`src/rtl/pc_redirect_ctrl_pkg.sv`:
```
// Shared encodings and reset/trap vectors for the PC redirect controller.
package pc_redirect_ctrl_pkg;

  localparam logic [1:0] PCSRC_SEQ = 2'b00;
  localparam logic [1:0] PCSRC_IMM = 2'b01;
  localparam logic [1:0] PCSRC_ALU = 2'b10;

  localparam logic [31:0] RESET_PC_DEF = 32'h0000_0000;
  localparam logic [31:0] TRAP_VEC_DEF = 32'h0000_0100;

  typedef enum logic [1:0] {
    ST_BOOT  = 2'b00,
    ST_RUN   = 2'b01,
    ST_FLUSH = 2'b10
  } state_t;

endpackage

```
`src/rtl/pc_redirect_ctrl_flush_timer.sv`:
```
// Down-counter that measures the kill window following an accepted redirect.
module pc_flush_timer #(
  parameter int FLUSH_CYCLES = 2
) (
  input  logic clk,
  input  logic rst,
  input  logic load,
  input  logic tick,
  output logic done
);

  localparam logic [1:0] LOAD_VAL = 2'(FLUSH_CYCLES - 1);

  logic [1:0] count_r;

  // Load on redirect, count down once per flush cycle
  always_ff @(posedge clk or posedge rst) begin
    if (rst) begin
      count_r <= 2'd0;
    end else if (load) begin
      count_r <= LOAD_VAL;
    end else if (tick && (count_r != 2'd0)) begin
      count_r <= count_r - 2'd1;
    end else begin
      count_r <= count_r;
    end
  end

  assign done = (count_r == 2'd1);

endmodule

```
`src/rtl/pc_redirect_ctrl.sv`:
```
// Fetch-PC sequencer with redirect, wrong-path kill and misaligned-target trap.
// Optional performance counters are enabled by defining PC_REDIRECT_PERF_EN.
module pc_redirect_ctrl
  import pc_redirect_ctrl_pkg::*;
#(
  parameter logic [31:0] RESET_PC     = RESET_PC_DEF,
  parameter logic [31:0] TRAP_VEC     = TRAP_VEC_DEF,
  parameter int          FLUSH_CYCLES = 2
) (
  input  logic        clk,
  input  logic        rst,
  input  logic        stall_i,
  input  logic        ex_valid_i,
  input  logic [1:0]  ex_pc_src_i,
  input  logic [31:0] ex_pc_i,
  input  logic [31:0] ex_imm_i,
  input  logic [31:0] ex_alu_i,
  output logic [31:0] pc_o,
  output logic        fetch_valid_o,
  output logic        kill_o,
  output logic        misalign_o,
  output logic [31:0] bad_addr_o,
  output logic [31:0] perf_br_o,
  output logic [31:0] perf_trap_o
);

  localparam bit FLUSH_EN = (FLUSH_CYCLES > 1);

  state_t      state_r, state_next_s;
  logic [31:0] pc_r, pc_next_s, target_s;
  logic        redirect_s, trap_s, flush_done_s;
  logic        misalign_r;
  logic [31:0] bad_addr_r;

  // Redirect decode and target selection
  always_comb begin
    target_s   = ex_pc_i + ex_imm_i;
    redirect_s = 1'b0;
    case (ex_pc_src_i)
      PCSRC_IMM: begin
        target_s   = ex_pc_i + ex_imm_i;
        redirect_s = (state_r == ST_RUN) && ex_valid_i;
      end
      PCSRC_ALU: begin
        target_s   = {ex_alu_i[31:1], 1'b0};
        redirect_s = (state_r == ST_RUN) && ex_valid_i;
      end
      default: begin
        target_s   = ex_pc_i + ex_imm_i;
        redirect_s = 1'b0;
      end
    endcase
    trap_s = redirect_s && target_s[1];
  end

  // Next-state and next-PC; a redirect overrides a stall
  always_comb begin
    state_next_s = state_r;
    pc_next_s    = pc_r;
    case (state_r)
      ST_BOOT: begin
        state_next_s = ST_RUN;
        pc_next_s    = RESET_PC;
      end
      ST_RUN: begin
        if (redirect_s) begin
          state_next_s = FLUSH_EN ? ST_FLUSH : ST_RUN;
          pc_next_s    = trap_s ? TRAP_VEC : target_s;
        end else begin
          state_next_s = ST_RUN;
          pc_next_s    = stall_i ? pc_r : pc_r + 32'd4;
        end
      end
      ST_FLUSH: begin
        state_next_s = flush_done_s ? ST_RUN : ST_FLUSH;
        pc_next_s    = stall_i ? pc_r : pc_r + 32'd4;
      end
      default: begin
        state_next_s = ST_BOOT;
        pc_next_s    = RESET_PC;
      end
    endcase
  end

  // State, PC and trap reporting registers
  always_ff @(posedge clk or posedge rst) begin
    if (rst) begin
      state_r    <= ST_BOOT;
      pc_r       <= RESET_PC;
      misalign_r <= 1'b0;
      bad_addr_r <= 32'h0000_0000;
    end else begin
      state_r    <= state_next_s;
      pc_r       <= pc_next_s;
      misalign_r <= trap_s;
      bad_addr_r <= trap_s ? target_s : bad_addr_r;
    end
  end

  pc_flush_timer #(.FLUSH_CYCLES(FLUSH_CYCLES)) u_flush_timer (
    .clk  (clk),
    .rst  (rst),
    .load (redirect_s),
    .tick (state_r == ST_FLUSH),
    .done (flush_done_s)
  );

`ifdef PC_REDIRECT_PERF_EN
  logic [31:0] perf_br_r, perf_trap_r;

  // Free-running event counters, wrap at 2^32
  always_ff @(posedge clk or posedge rst) begin
    if (rst) begin
      perf_br_r   <= 32'h0000_0000;
      perf_trap_r <= 32'h0000_0000;
    end else begin
      perf_br_r   <= redirect_s ? perf_br_r + 32'd1 : perf_br_r;
      perf_trap_r <= trap_s ? perf_trap_r + 32'd1 : perf_trap_r;
    end
  end

  assign perf_br_o   = perf_br_r;
  assign perf_trap_o = perf_trap_r;
`else
  assign perf_br_o   = 32'h0000_0000;
  assign perf_trap_o = 32'h0000_0000;
`endif

  assign pc_o          = pc_r;
  assign fetch_valid_o = (state_r != ST_BOOT);
  assign kill_o        = redirect_s || (state_r == ST_FLUSH);
  assign misalign_o    = misalign_r;
  assign bad_addr_o    = bad_addr_r;

endmodule

```
`config.mk`:
```
export PLATFORM = sky130hd
export DESIGN_NAME = pc_redirect_ctrl
export DESIGN_NICKNAME = d
export VERILOG_FILES = /design/src/rtl/pc_redirect_ctrl_pkg.sv /design/src/rtl/pc_redirect_ctrl_flush_timer.sv /design/src/rtl/pc_redirect_ctrl.sv
export SDC_FILE = /design/constraint.sdc
export NUM_CORES = 1
export LEC_CHECK = 0
export BUFFER_PORTS_ARGS = -buffer_cell sky130_fd_sc_hd__buf_2
export CORE_ASPECT_RATIO = 1.1
export CORE_MARGIN = 1.5
export CORE_UTILIZATION = 40
export DETAILED_ROUTE_END_ITERATION = 10
export PLACE_DENSITY_LB_ADDON = 0.25
export REMOVE_ABC_BUFFERS = 1
export SLEW_MARGIN = 20
export SYNTH_ARGS = -nofsm -noshare
export SYNTH_HDL_FRONTEND = slang
export SYNTH_SLANG_ARGS = --single-unit
```
`constraint.sdc`:
```
create_clock -name clk -period 2 [get_ports clk]
set_input_delay 0.3 -clock clk [delete_from_list [all_inputs] [get_ports clk]]
set_output_delay 0.3 -clock clk [all_outputs]
set_load 0.02 [all_outputs]
```
* Word level (Yosys, flattened, before mapping)
Cells that the tools add are included.
** Storage, ports and cells
- Register bits after elaboration :: 69
- Latch bits :: 0
- RAM bits :: 0
- Memory bits (read-only) :: 0
- Input bits :: 102
- Memories :: 0
** Operators by class
- Add/subtract/negate cells :: 3
- Multipliers :: 0
- Div/mod/pow operators :: 0
- Order comparisons :: 0
- Equality and inequality tests :: 5
- Shift-type cells :: 0
- Mux-type cells :: 11
- Bitwise operators :: 0
- Reductions and logical operators :: 9
** Operators with widths (number)
- 32-bit two-way mux :: 4
- 32-bit one-hot mux with 2 select lines :: 1
- 32-bit by 3-bit adder with 32-bit output, second input constant :: 1
- 32-bit adder :: 1
- 2-bit two-way mux :: 4
- 2-bit by 1-bit == test with 1-bit output, second input constant :: 3
- 2-bit one-hot mux with 3 select lines :: 1
- 2-bit nonzero test :: 3
- 2-bit == test, second input constant :: 2
- 1-bit logical AND :: 3
- 2-bit logical NOT :: 1
- 2-bit OR reduction :: 1
- 2-bit by 1-bit subtractor with 2-bit output, second input constant :: 1
- 1-bit logical OR :: 1
- 1-bit two-way mux :: 1

* Depth between registers and ports, before layout
- Depth after elaboration :: 7
- Mapped depth :: 10
- Gate-level depth less buffers :: 10

* Cells and area by module
Synthesis repeated with hierarchy kept, for this count alone.
** Unflattened totals
- Cells, all modules :: 666
- Area, all modules :: 5602.9 µm²
** Modules (own cells, without submodules)
- pc_redirect_ctrl :: times used 1, cells an instance 653, area each 5469.0 µm², sequential area each 1676.6 µm²
- pc_flush_timer :: times used 1, cells an instance 13, area each 133.9 µm², sequential area each 50.0 µm²

* Worst setup path after synthesis
No wires, ideal clock.
- Path kind :: in2reg
- Start :: input port ex_pc_i[0]
- End :: register pc_r[22] (netlist: pc_o[22])
- Library setup time :: 138 ps
- Arrival :: 2245 ps
- Data required time :: 1862 ps
- Path slack :: -383 ps
- Stages :: 10
- Buffers on the path :: 0
- Path through :: ha_1 fa_1 a211oi_2 o211ai_1 nand3_1 a21oi_1 a211o_1 xnor2_1 mux2i_1 o22ai_1
** On the way
- Longest elaborated chain between the ends :: 6
** Ends and longest elaborated chain
- start: declaration :: RTL line pc_redirect_ctrl.sv:15 : input logic [31:0] ex_pc_i,
- 32-bit adder (*) :: RTL line pc_redirect_ctrl.sv:41, pc_redirect_ctrl.sv:49
- 32-bit two-way mux (*)
- 1-bit logical AND :: RTL line pc_redirect_ctrl.sv:53 : trap_s = redirect_s && target_s[1];
- 32-bit two-way mux (*) :: RTL line pc_redirect_ctrl.sv:68 : pc_next_s = trap_s ? TRAP_VEC : target_s;
- 32-bit two-way mux (*) :: RTL line pc_redirect_ctrl.sv:66 : if (redirect_s) begin
- 32-bit one-hot mux with 2 select lines (*) :: RTL line pc_redirect_ctrl.sv:60 : case (state_r)
- via pc_next_s[22] :: RTL line pc_redirect_ctrl.sv:30 : logic [31:0] pc_r, pc_next_s, target_s;
- end signal: assignment :: RTL line pc_redirect_ctrl.sv:94 : pc_r <= pc_next_s;
- end: declaration :: RTL line pc_redirect_ctrl.sv:30
Mark *: on every way through the listed nets, which the timed path passes. The rest lies on a longest branch.
A chain may end at the register's enable or synchronous reset.

* Worst setup path in the final report
- Start :: input port ex_pc_i[12]
- End :: register pc_r[22] (netlist: pc_o[22])
** On the way
- Longest elaborated chain between the ends :: 5
** Ends and longest elaborated chain (RTL line)
- 32-bit adder :: pc_redirect_ctrl.sv:41, pc_redirect_ctrl.sv:49
- 32-bit two-way mux
- 32-bit two-way mux :: pc_redirect_ctrl.sv:68
- 32-bit two-way mux :: pc_redirect_ctrl.sv:66
- 32-bit one-hot mux with 2 select lines :: pc_redirect_ctrl.sv:60
- via pc_next_s[22] :: pc_redirect_ctrl.sv:30
The timed path passes the listed nets, and every way through them passes these cells.

==> out/metrics.yaml <==
fillCellCount: 1247
drive_above_1_share_pct: 43.68
cp_max_fo: 3
p_per_area_mw_per_mm2: 860.3
yosys_register_bits: 69
grt_util_met1_pct: 29.02
holdPathEnd: "bad_addr_o[29]"
portBuffers: 167
ys_seq_area_share_pct: 29.52
num_vias: 6158
grt_first_pass_wirelength_um: 27910
overflow: 0
finalHoldViolCount: 0
gp_congestion: 0.8718
drcViolationCount: 0
met2_usage_pct: 40.25
worst_path_most_repeated_cell: "buf_4"
track_usage_pct: 23.00
p_leak_nw: 4.564
critPathRequiredTime_ns: 2.21
ios: 233
drtIter0Drc: 286
syn_to_final_growth_pct: 53.99
synthArstFlopShare_pct: 100.0
period_share_pct: 110.1
postRouteAntennaNets: 0
start_util_pct: 40.82
antenna-diode-count: 0
grt_antenna_before_repair: 1
ys.flop_type: "dfrtp_1"
cpPeakStageDelay_ns: 0.38
finish.instance_area_sq_mm: 0.009007
rr_startpoint: "pc_o[2]"
rsz0062_at_grt: "yes"
syn-cell-area_sq_mm: 0.005849
routed_via_density: 5.011
fin_util_pct: 62.85
synthCells: 708
cts_tree: "built"
rr_worst_depth: 11
cts_buffer_depth: 2
multi_input_area_sq_mm: 0.004310
gr-usage-met3_pct: 2.710
outcome: "finished with violations"
startpoint_type: "input port"
core_sq_mm: 0.01433
htree_num_levels: 3
clk_pin_slew_ns: 0.05
busiest_layer: "met2"
layout.nets: 1177
vdd_drop_max_mv: 0.4156
wl_per_cell_um: 15.38
setup_violations: 29
tns_ns: -2.478
ys.warnings.count: 0
synth_cell_types: 64
finalCriticalPeriod_ns: 2.203
path_cells: "buf_2, ha_4, buf_4, and2_1, a221o_1, nor3_4, a21oi_4, a211o_1, xnor2_1, mux2i_1, buf_4, o22ai_2"
die_area_sq_mm: 0.01536
first_pass_iters: 5
die_w_um: 118.3
cts_num_sinks: 69
fin_skew_ns: 0.006071
p_total_mw: 7.749
cts_root_buf: "clkbuf_16"
synth_area_per_cell_sq_um: 8.262
hold_depth: 3
drt_wl_total_um: 18900
rows: 46
r2r_setup_slack_ns: 0
grt_max_degree: 34
placed_area_sq_mm: 0.007745
drv_slew: 0
dp_hpwl_um: 14430
r2r-end: "pc_o[30]"
layout_common_cells: "buf_4 (158), buf_2 (154), nand2_1 (82)"
cap_viol_max_count: 0
crit_path_end_kind: "register"
worst_slack_ns: -0.2025
cpMaxStageDelayCell: "a221o_1"
cts_made_buffers: 9
layout_commonest_cell: "buf_4"
clkLatencyLatePin_ns: 0.33
timing.fmax_mhz: 454.0
hold_path.class: "input port to register"
arrival_ns: 2.41
synth_edf_count: 0
grt_pass1_vias: 5651
die_y_um: 129.8
holdCritStartpoint: "ex_alu_i[29]"
seqCellArea_sq_mm: 0.001727
violations: "negative setup slack"
critical_path_class: "input port to register"
==> kinds of logic after synthesis <==
family / count (synthesis) / share of synthesized area [%]
muxes: 17 / 2.973
AOI/OAI and AO/OA: 183 / 20.26
and+or+nand+nor: 236 / 19.42
buffers and inverters: 111 / 11.44
adders and majority gates: 40 / 8.685
other: 1 / 0.06411
DFF: 69 / 29.52
xor gates and xnor gates: 51 / 7.636
==> metal layers <==
metal	wire length [um]	up-vias
met5	0	-
met4	421	0
met3	754	25
met1	8347	2898
li1	-	3041
met2	9378	194
==> power breakdown <==
group	switching, mW	internal [mW]	leakage [nW]
registers	0.282	1.81	0.900
logic	2.32	1.78	3.52
clock network	0.550	1.01	0.143
==> timing repair <==
action / in CTS / in global routing
hold buffers: 1 / 0
setup buffers: 17 / 16
resized for setup: 73 / 82
pin swaps: 58 / 59
setup endpoints to repair: 43 / 49
hold endpoints to repair: 5 / 0
==> how the worst max path moves through the flow <==
stage	start	endpoint	cells after the start
floorplan	ex_pc_src_i[0]	bad_addr_o[29]	8
global placement	ex_pc_i[9]	pc_o[20]	11
detailed placement	ex_pc_i[0]	pc_o[22]	11
finish	ex_pc_i[12]	pc_o[22]	12
CTS	ex_imm_i[11]	bad_addr_o[26]	11
global route	ex_imm_i[0]	pc_o[22]	12
==> metrics by stage <==
| step | worst slack [ns] | std cells | hold WS (ns) |
|---|---|---|---|
| floorplan | -1.408 | 679 | 0.4610 |
| global placement | -0.6769 | 1187 | 0.2084 |
| detailed placement | -0.7352 | 1187 | 0.2086 |
| CTS | -0.1767 | 1216 | 0.2551 |
| global route | -0.2988 | 1229 | 0.2687 |
| finish | -0.2025 | 1229 | 0.2730 |
==> worst max-delay path, delay by kind of cell <==
kind | cells | cell delay, ns
XOR/XNOR | 1 | 0.13
adder cells (fa/ha/maj) | 1 | 0.24
multiplexers | 1 | 0.15
AO/OA/AOI/OAI | 4 | 0.84
buffers and inverters | 3 | 0.41
AND/OR/NAND/NOR | 2 | 0.35
==> cells in the mapped netlist, types with 5 or more instances <==
| master | instances | area [sq um] |
|---|---|---|
| inv_1 | 18 | 67.56 |
| o21ai_1 | 9 | 45.04 |
| and3_1 | 15 | 93.84 |
| dfrtp_1 | 69 | 1727 |
| a31oi_1 | 6 | 37.54 |
| a21o_1 | 15 | 112.6 |
| o21bai_1 | 6 | 45.04 |
| ha_1 | 39 | 488.0 |
| buf_4 | 65 | 488.0 |
| o211ai_1 | 6 | 45.04 |
| clkbuf_1 | 20 | 75.07 |
| nor3_1 | 12 | 60.06 |
| nor2b_1 | 8 | 50.05 |
| nor2_1 | 48 | 180.2 |
| buf_2 | 7 | 35.03 |
| nand2b_1 | 7 | 43.79 |
| o22ai_1 | 17 | 106.4 |
| mux2i_1 | 14 | 140.1 |
| xor2_1 | 26 | 227.7 |
| and2_1 | 9 | 56.30 |
| nand2_1 | 84 | 315.3 |
| a21oi_1 | 42 | 210.2 |
| xnor2_1 | 25 | 219.0 |
| nand4_1 | 14 | 87.58 |
| a211oi_1 | 5 | 37.54 |
| o21ai_0 | 38 | 190.2 |
| nand3_1 | 20 | 100.1 |
==> sequential cells by signal, indices dropped and copies added, names as in the netlist <==
register / cells
bad_addr_o: 32
state_r: 2
u_flush_timer.count_r: 2
misalign_o: 1
pc_o: 32
==> cell type report <==
| type | instances | area share (%) |
|---|---|---|
| Multi-Input combinational cell | 591 | 47.85 |
| Timing Repair Buffer | 345 | 26.32 |
| Sequential cell | 69 | 19.17 |
| Clock buffer | 11 | 2.806 |
| Tap cell | 192 | 2.667 |
| Inverter | 19 | 0.7918 |
| Clock inverter | 2 | 0.3889 |
(Power assumes the default switching activity.)
